===== config.mk =====
export PLATFORM = sky130hd
export DESIGN_NAME = icache_refill_ctrl_flat
export DESIGN_NICKNAME = d
export VERILOG_FILES = /design/src/rtl/icache_refill_ctrl_if.sv /design/src/rtl/icache_refill_ctrl.sv /design/src/flat_wrapper.sv
export SDC_FILE = /design/constraint.sdc
export NUM_CORES = 1
export LEC_CHECK = 0
export CAP_MARGIN = 20
export CELL_PAD_IN_SITES_DETAIL_PLACEMENT = 1
export CELL_PAD_IN_SITES_GLOBAL_PLACEMENT = 1
export CORE_MARGIN = 4
export CORE_UTILIZATION = 35
export CTS_CLUSTER_DIAMETER = 200
export CTS_CLUSTER_SIZE = 16
export DETAILED_ROUTE_END_ITERATION = 10
export MAX_ROUTING_LAYER = met4
export PLACE_DENSITY = 0.71
export SLEW_MARGIN = 40
export SYNTH_ARGS = -nofsm -noshare
export SYNTH_HDL_FRONTEND = slang
export SYNTH_SLANG_ARGS = --single-unit

===== constraint.sdc =====
create_clock -name clk -period 4.5 [get_ports clk]
set_clock_uncertainty 0.15 [all_clocks]
set_input_delay 0.9 -clock clk [delete_from_list [all_inputs] [get_ports clk]]
set_output_delay 0.9 -clock clk [all_outputs]
set_load 0.05 [all_outputs]

===== src/rtl/icache_refill_ctrl_if.sv =====
// Memory-side bus of the I-cache refill controller: a single line request
// with request/grant handshake, followed by a stream of return beats.
interface icache_refill_ctrl_if #(
  parameter int SIZE_PC   = 32,
  parameter int MEM_WIDTH = 64
) ();

  logic                 memReq_o;    // line request to memory
  logic [SIZE_PC-1:0]   memAddr_o;   // line-aligned request address
  logic                 memGnt_i;    // memory accepted the request
  logic                 memValid_i;  // return beat valid
  logic [MEM_WIDTH-1:0] memData_i;   // return beat data

  // Refill controller side: issues requests, consumes beats.
  modport master (
    output memReq_o,
    output memAddr_o,
    input  memGnt_i,
    input  memValid_i,
    input  memData_i
  );

  // Lower memory side: accepts requests, produces beats.
  modport slave (
    input  memReq_o,
    input  memAddr_o,
    output memGnt_i,
    output memValid_i,
    output memData_i
  );

endinterface


===== src/rtl/icache_refill_ctrl.sv =====
// L1 instruction-cache refill controller. Captures a miss address, issues
// one line request to lower memory, assembles the returned beats into a
// cache line and writes it into the cache for exactly one cycle. A one-cycle
// cool-down after the write keeps a stale miss from starting a duplicate
// refill while the cache updates its tags.
module icache_refill_ctrl #(
  parameter int SIZE_PC     = 32,
  parameter int CACHE_WIDTH = 256,
  parameter int MEM_WIDTH   = 64
) (
  input  logic                   clk,
  input  logic                   reset,

  input  logic                   miss_i,
  input  logic [SIZE_PC-1:0]     missAddr_i,
  input  logic                   flush_i,

  icache_refill_ctrl_if.master   memBus,

  output logic                   wrEnable_o,
  output logic [SIZE_PC-1:0]     wrAddr_o,
  output logic [CACHE_WIDTH-1:0] instBlock_o,
  output logic                   busy_o,
  output logic [15:0]            refillCount_o
);

  localparam int BEATS       = CACHE_WIDTH / MEM_WIDTH;
  localparam int OFFSET_BITS = $clog2(CACHE_WIDTH / 8);
  localparam int BEAT_W      = (BEATS > 1) ? $clog2(BEATS) : 1;
  localparam logic [BEAT_W-1:0] LAST_BEAT = BEAT_W'(BEATS - 1);

  typedef enum logic [2:0] {
    IDLE,
    REQ,
    FILL,
    WRITE,
    COOL
  } state_t;

  state_t                 state;
  state_t                 nextState;

  logic [SIZE_PC-1:0]     lineAddr;
  logic [BEAT_W-1:0]      beatCnt;
  logic [CACHE_WIDTH-1:0] lineBuf;
  logic [CACHE_WIDTH-1:0] mergedLine;
  logic [SIZE_PC-1:0]     wrAddrQ;
  logic [CACHE_WIDTH-1:0] instBlockQ;
  logic [15:0]            refillCnt;

  logic                   reqDec;
  logic                   wrDec;
  logic                   busyDec;

  logic                   missAccept;
  logic                   beatAccept;
  logic                   lastBeat;

  // Qualified events shared by the FSM and the datapath.
  assign missAccept = (state == IDLE) && miss_i && !flush_i;
  assign beatAccept = (state == FILL) && memBus.memValid_i;
  assign lastBeat   = beatAccept && (beatCnt == LAST_BEAT);

  // State register.
  // NOTE: sequential state uses <= so every flop samples pre-edge values.
  always_ff @(posedge clk) begin
    if (reset) begin
      state <= IDLE;
    end else begin
      state <= nextState;
    end
  end

  // Next-state and state-decoded outputs; grant outranks a same-cycle flush.
  // NOTE: every output gets a default first so no branch can infer a latch.
  always_comb begin
    nextState = state;
    reqDec    = 1'b0;
    wrDec     = 1'b0;
    busyDec   = 1'b1;
    case (state)
      IDLE: begin
        busyDec = 1'b0;
        if (missAccept) begin
          nextState = REQ;
        end
      end
      REQ: begin
        reqDec = 1'b1;
        if (memBus.memGnt_i) begin
          nextState = FILL;
        end else if (flush_i) begin
          nextState = IDLE;
        end
      end
      FILL: begin
        if (lastBeat) begin
          nextState = WRITE;
        end
      end
      WRITE: begin
        wrDec     = 1'b1;
        nextState = COOL;
      end
      COOL: begin
        nextState = IDLE;
      end
      default: begin
        nextState = IDLE;
      end
    endcase
  end

  // Current line buffer with the incoming beat dropped into its slot.
  always_comb begin
    mergedLine = lineBuf;
    mergedLine[beatCnt*MEM_WIDTH +: MEM_WIDTH] = memBus.memData_i;
  end

  // Line address capture: offset bits are masked, never added to.
  always_ff @(posedge clk) begin
    if (reset) begin
      lineAddr <= '0;
    end else if (missAccept) begin
      lineAddr <= {missAddr_i[SIZE_PC-1:OFFSET_BITS], {OFFSET_BITS{1'b0}}};
    end
  end

  // Beat counter: restarts on grant, advances on every valid beat in FILL.
  always_ff @(posedge clk) begin
    if (reset) begin
      beatCnt <= '0;
    end else if ((state == REQ) && memBus.memGnt_i) begin
      beatCnt <= '0;
    end else if (beatAccept) begin
      beatCnt <= beatCnt + BEAT_W'(1);
    end
  end

  // Line assembly buffer; beat 0 lands in the least significant slice.
  // NOTE: the buffer is a plain flop bank, so clearing it on reset is cheap
  // and keeps an abandoned refill from leaving any trace.
  always_ff @(posedge clk) begin
    if (reset) begin
      lineBuf <= '0;
    end else if (beatAccept) begin
      lineBuf <= mergedLine;
    end
  end

  // Write-port registers: loaded with the complete line on the last beat,
  // so they are valid in WRITE and hold their value afterwards.
  always_ff @(posedge clk) begin
    if (reset) begin
      wrAddrQ    <= '0;
      instBlockQ <= '0;
    end else if (lastBeat) begin
      wrAddrQ    <= lineAddr;
      instBlockQ <= mergedLine;
    end
  end

  // Completed-refill counter, saturating at all ones.
  always_ff @(posedge clk) begin
    if (reset) begin
      refillCnt <= '0;
    end else if ((state == WRITE) && (refillCnt != 16'hFFFF)) begin
      refillCnt <= refillCnt + 16'd1;
    end
  end

  assign memBus.memReq_o  = reqDec;
  assign memBus.memAddr_o = lineAddr;

  assign wrEnable_o    = wrDec;
  assign wrAddr_o      = wrAddrQ;
  assign instBlock_o   = instBlockQ;
  assign busy_o        = busyDec;
  assign refillCount_o = refillCnt;

endmodule

===== src/flat_wrapper.sv =====
// flat-port wrapper written by rule: the top's interface ports become plain ports
module icache_refill_ctrl_flat 
#(
  parameter int SIZE_PC     = 32,
  parameter int CACHE_WIDTH = 256,
  parameter int MEM_WIDTH   = 64
)
  (clk, reset, miss_i, missAddr_i, flush_i, wrEnable_o, wrAddr_o, instBlock_o, busy_o, refillCount_o, memBus_memReq_o, memBus_memAddr_o, memBus_memGnt_i, memBus_memValid_i, memBus_memData_i);
  icache_refill_ctrl_if #(.SIZE_PC(SIZE_PC), .MEM_WIDTH(MEM_WIDTH)) memBus_i ();
  input  logic clk;
  input  logic reset;
  input  logic miss_i;
  input  logic [SIZE_PC-1:0] missAddr_i;
  input  logic flush_i;
  output logic wrEnable_o;
  output logic [SIZE_PC-1:0] wrAddr_o;
  output logic [CACHE_WIDTH-1:0] instBlock_o;
  output logic busy_o;
  output logic [15:0] refillCount_o;
  output wire logic [$bits(memBus_i.memReq_o)-1:0] memBus_memReq_o;
  output wire logic [$bits(memBus_i.memAddr_o)-1:0] memBus_memAddr_o;
  input wire logic [$bits(memBus_i.memGnt_i)-1:0] memBus_memGnt_i;
  input wire logic [$bits(memBus_i.memValid_i)-1:0] memBus_memValid_i;
  input wire logic [$bits(memBus_i.memData_i)-1:0] memBus_memData_i;
  assign memBus_memReq_o = memBus_i.memReq_o;
  assign memBus_memAddr_o = memBus_i.memAddr_o;
  assign memBus_i.memGnt_i = memBus_memGnt_i;
  assign memBus_i.memValid_i = memBus_memValid_i;
  assign memBus_i.memData_i = memBus_memData_i;
  icache_refill_ctrl #(.SIZE_PC(SIZE_PC), .CACHE_WIDTH(CACHE_WIDTH), .MEM_WIDTH(MEM_WIDTH)) u_core (.clk(clk), .reset(reset), .miss_i(miss_i), .missAddr_i(missAddr_i), .flush_i(flush_i), .memBus(memBus_i), .wrEnable_o(wrEnable_o), .wrAddr_o(wrAddr_o), .instBlock_o(instBlock_o), .busy_o(busy_o), .refillCount_o(refillCount_o));
endmodule

# Word-level counts from Yosys, hierarchy flattened
# Index checks and enable logic that the tools add are counted.
dict set report classes {
  n_addsub 3
  n_eq_ne 8
  shift 2
  muxes 9
  reduce_logical 10
}
# operator count
set op_table {}
lappend op_table {{$bwmux W256} 1}
lappend op_table {{$shift A64 B34 Y256 const A} 1}
lappend op_table {{$shiftx A64 B34 Y256} 1}
lappend op_table {{$neg A8 Y34} 1}
lappend op_table {{$add A16 B1 Y16 const B} 1}
lappend op_table {{$ne A16 B16 Y1 const B} 1}
lappend op_table {{$mux W3} 4}
lappend op_table {{$pmux W3 S4} 1}
lappend op_table {{$eq A3 B2 Y1 const B} 2}
lappend op_table {{$logic_and A1 B1 Y1} 6}
lappend op_table {{$ne A2 B1 Y1 const B} 2}
lappend op_table {{$eq A3 B1 Y1 const B} 1}
lappend op_table {{$logic_not A3 Y1} 1}
lappend op_table {{$mux W1} 3}
lappend op_table {{$ne A3 B3 Y1 const B} 1}
lappend op_table {{$reduce_and A3 Y1} 1}
lappend op_table {{$add A2 B1 Y2 const B} 1}
lappend op_table {{$eq A2 B2 Y1 const B} 1}
lappend op_table {{$reduce_or A2 Y1} 1}
lappend op_table {{$logic_not A1 Y1} 1}
dict set report totals {
  ff_bits 587
  inputBits 102
  output_inout_bits 339
  word_cells 39
}

# Longest topological paths before layout
dict set report logic_depth {
  ltp_word 5
  ltp_mapped 11
  ltp_nobuf 6
}

# Worst setup path before layout
# OpenSTA, ideal clock, no wires.
dict set report synth_timing {
  path_type {flip-flop to flip-flop}
  start {reg u_core.refillCnt[0], in the netlist u_core.refillCount_o[0]}
  end {reg u_core.refillCnt[12], in the netlist u_core.refillCount_o[12]}
  setup_time_ns 0.086
  t_arrival_ns 2.034
  required_ns 4.264
  setup_slack_ns 2.230
  stages_incl_launch_ff 7
  path_buffers 1
  period_less_slack_ns 2.270
  cell_sequence {dfxtp_1 > ha_1 > nand4_2 > nor4_4 > clkbuf_2 > nor4_1 > a211oi_1}
}
dict set report synth_via {
  elab_chain_len 2
  word_cells_on_any_way 3
  classes_between {1 x add/sub; 1 x eq/ne; 1 x reduce/logical}
}
# item line
set synth_lines {}
lappend synth_lines {{start: declaration} icache_refill_ctrl.sv:49} ;# logic [15:0] refillCnt;
lappend synth_lines {{start signal: assignment} icache_refill_ctrl.sv:168} ;# refillCnt <= refillCnt + 16'd1;
lappend synth_lines {{parallel branches: the longest is 2 deep, another holds $add A16 B1 Y16} n/a}
# Several ways; the timed one is not identified.
# A chain may end at the register's enable or synchronous reset.

# Worst setup path in the final report
dict set report layout_timing {
  start {reg u_core.state[0]}
  end {out wrEnable_o}
}
dict set report layout_via {
  elab_chain_len 2
}
# item line
set layout_lines {}
lappend layout_lines {{start: declaration} icache_refill_ctrl.sv:40} ;# state_t state;
lappend layout_lines {{start signal: assignment} icache_refill_ctrl.sv:70} ;# state <= nextState;
lappend layout_lines {{$eq A3 B2 Y1} icache_refill_ctrl.sv:81} ;# case (state)
lappend layout_lines {{$mux W1} icache_refill_ctrl.sv:81}
lappend layout_lines {{end: declaration} flat_wrapper.sv:15} ;# output logic wrEnable_o;
# Every way passes these cells.

==> key figures <==
Die
  • Initial Utilization: 35.6%
  • Height of the die: 246 um
  • Die X: 246 um
  • Placeable Area: 55,600 sq um
  • Die area: 60,500 sq um
  • # rows: 86
  • IO Pins: 441

Layout
  • Share of post-route cells with drive strength above 1: 4.93%
  • Synthesis-to-finish area growth: 27.5%
  • Fin nets: 2,561
  • Post-route cell area: 25,300 sq um
  • Post-route insts no fill: 3,206
  • Finished Core Util: 45.4%
  • Fillers: 6,283

Placement
  • # port buffers: 425
  • GPL Wtd Cong: 0.799
  • Placed instance area: 24,200 sq um
  • Hpwl dp: 46,600 um
  • Dpl cells: 3,160

Min path
  • Worst min-delay path class: flip-flop to flip-flop

Routing
  • Drt drc: 0
  • TritonRoute pass-1 iters: 5
  • Via/cell ratio: 5.69
  • Initial drt markers: 1,113
  • Detailed Route WL: 74,300 um
  • Routed vias: 18,252
  • Post-DRT Antenna Nets: 0
  • Wirelength per Cell: 23.2 um

Critical path
  • Crit path required time: 3.45 ns
  • Worst reg-to-reg setup slack: 1.31 ns
  • CP Class: flip-flop to output pin
  • Critical-path cell list: nand3b_1 > buf_4 > clkinv_1 > clkdlybuf4s50_1
  • Reg2reg start: u_core.beatCnt[0]
  • Critical Path Sink Type: output pin
  • CP Launch Type: flip-flop
  • Critical path arrival: 2.42 ns
  • Slowest CP cell: clkdlybuf4s50_1
  • Setup crit start: u_core.state[0]
  • Crit path to: wrEnable_o
  • FF-to-FF End: u_core.lineBuf[100]
  • Reg2reg path depth: 7
  • Slowest stage delay, CP: 0.84 ns
  • Crit path max fanout: 12

Global routing
  • Global-route wire length before repair: 112,000 um
  • Largest net degree at the start of global routing: 123
  • Initial antenna violation count: 4
  • Overflow after GRT: 0
  • Global-route usage over all layers: 24.0%
  • Vias in the first global route: 18,600

Synthesis
  • Cells after Synth: 2,228
  • Top cells by area, synth: dfxtp_1, a22oi_1, nor2_1
  • Number of synthesized flops with an enable pin: 0
  • Syn_area_per_cell: 8.90 sq um
  • Most frequent cell after synthesis: dfxtp_1
  • Seq/Total Area, Yosys: 52.8%
  • Netlist Area Pre-Place: 19,800 sq um
  • Synth Warn #: 0
  • Synthesis-stage register bit count: 523
  • Number of distinct library cells after synthesis: 49
  • Cell taking the most area after synthesis: dfxtp_1
  • Synth Flop Type: dfxtp_1
  • Ys async rst share: 0%
  • Synth cell count leaders: dfxtp_1, nor2_1, a22oi_1
  • Top cell type's share of synthesized area: 52.8%

Timing
  • Slew @ Worst Pin: 0.830 ns
  • Hold Violations, Final: 0
  • Minimum period implied by the final worst setup slack: 3.47 ns
  • Highest Clock Rate: 0.288 GHz
  • Fin. max-slew vios: 0
  • Period utilization: 77.0%
  • Endpoints failing setup: 0
  • RSZ-0062 raised after global routing: false
  • Max_slew headroom: 44.7%
  • Setup tns final: 0 ns

Clock network
  • Clk root buf: clkbuf_16
  • PostCTS Resize Cnt: 0
  • Skew-Pair Late Insertion Delay: 0.55 ns
  • CTS tree: yes
  • Bufs on Longest Clock Path: 3
  • Worst-path clk slew: 0.07 ns
  • Hold buffers post-CTS: 0
  • H-Tree Depth: 2
  • Clock sink count: 523
  • Post-CTS Setup Bufs: 0
  • CTS buffer count: 38

Power
  • VDD IR max: 0.226 mV
  • Pwr dens: 329 nW/um^2
  • LEAKAGE: 8.46 nW
  • Power Total: 8.31 mW

Status
  • Status: complete, no violations

Job
  • # Max-Cap Violations: 0
-- stage by stage --
step | hold WS, ns | setup WS, ns
2_1_floorplan | 0.315 | 2.23
3_3_place_gp | 0.291 | 0.933
3_5_place_dp | 0.298 | 0.800
4_1_cts | 0.309 | 0.997
5_1_grt | 0.334 | 0.892
6_report | 0.305 | 1.03
-- worst min-delay path by stage --
stage                                  startpoint                 endpoint  slack (ns)  depth (start not counted)
final                     u_core.instBlock_o[249]  u_core.instBlock_o[249]        0.30                          2
after global routing          u_core.wrAddr_o[16]      u_core.wrAddr_o[16]        0.33                          2
after CTS                 u_core.instBlock_o[249]  u_core.instBlock_o[249]        0.31                          2
after detailed placement  u_core.instBlock_o[249]  u_core.instBlock_o[249]        0.30                          2
after global placement    u_core.instBlock_o[217]  u_core.instBlock_o[217]        0.29                          2
after floorplan                 u_core.lineBuf[0]        u_core.lineBuf[0]        0.32                          2
-- layout by cell type (no fill, tap or decap), types with 7 or more instances in the layout --
master / netlist / final
dfxtp_1: 523 / 523
nor2_1: 435 / 434
clkdlybuf4s50_1: 0 / 424
a22oi_1: 230 / 230
nor3_1: 200 / 199
a221oi_1: 179 / 179
nand2_1: 146 / 143
a21oi_1: 92 / 92
clkbuf_16: 0 / 39
nand3_1: 34 / 33
buf_4: 36 / 27
a221oi_2: 13 / 13
buf_12: 0 / 12
conb_1: 1 / 10
nor4_1: 7 / 7
o21ai_0: 7 / 7
-- power by group --
group          switching [mW]  leakage, nW  total [mW]  internal, mW
logic                   0.333         3.77       0.478         0.145
clock network            1.62        0.485        3.16          1.54
registers              0.0190         4.21        4.67          4.65
-- layer usage --
layer / share of wire, % / track usage [%] / wire [um]
met3: 5.8 / 4.11 / 4320
met2: 50 / 40.5 / 36800
met5: 0 / - / 0
met1: 42 / 29.8 / 31300
met4: 2.5 / 6.89 / 1830
-- registers in the layout (all words and copies together) (netlist names) --
name	flops
u_core.instBlock_o	256
u_core.lineBuf	192
u_core.memBus.memAddr_o	27
u_core.wrAddr_o	27
u_core.refillCount_o	16
u_core.state	3
u_core.beatCnt	2
-- cell type report --
type | instances | area (sq um) | share of cell area [%]
Antenna cell | 4 | 10.0 | 0.0396
Clock buffer | 39 | 976 | 3.86
Clock inverter | 2 | 16.3 | 0.0644
Inverter | 9 | 37.5 | 0.149
Multi-Input combinational cell | 1415 | 8080 | 32.0
Sequential cell | 523 | 10500 | 41.4
Tap cell | 748 | 936 | 3.70
Timing Repair Buffer | 466 | 4740 | 18.8
-- worst max-delay path, delay by kind of cell, from the launching register on --
family / cells / cell delay (ns)
buffers and inverters: 3 / 1.20
flip-flops: 1 / 0.53
AND/OR/NAND/NOR: 1 / 0.12
-- logic make-up (layout without fill, tap and decap cells) --
family	Yosys count	in the layout	synth area share (%)
AOI/OAI and AO/OA	531	531	20.5
buffers and inverters	299	516	7.10
adders and majority gates	6	6	0.379
other	1	14	0.0189
xor gates and xnor gates	1	1	0.0442
muxes	4	4	0.215
and+or+nand+nor	863	863	18.9
DFF	523	523	52.8
Power figures use the tool's default switching activity.
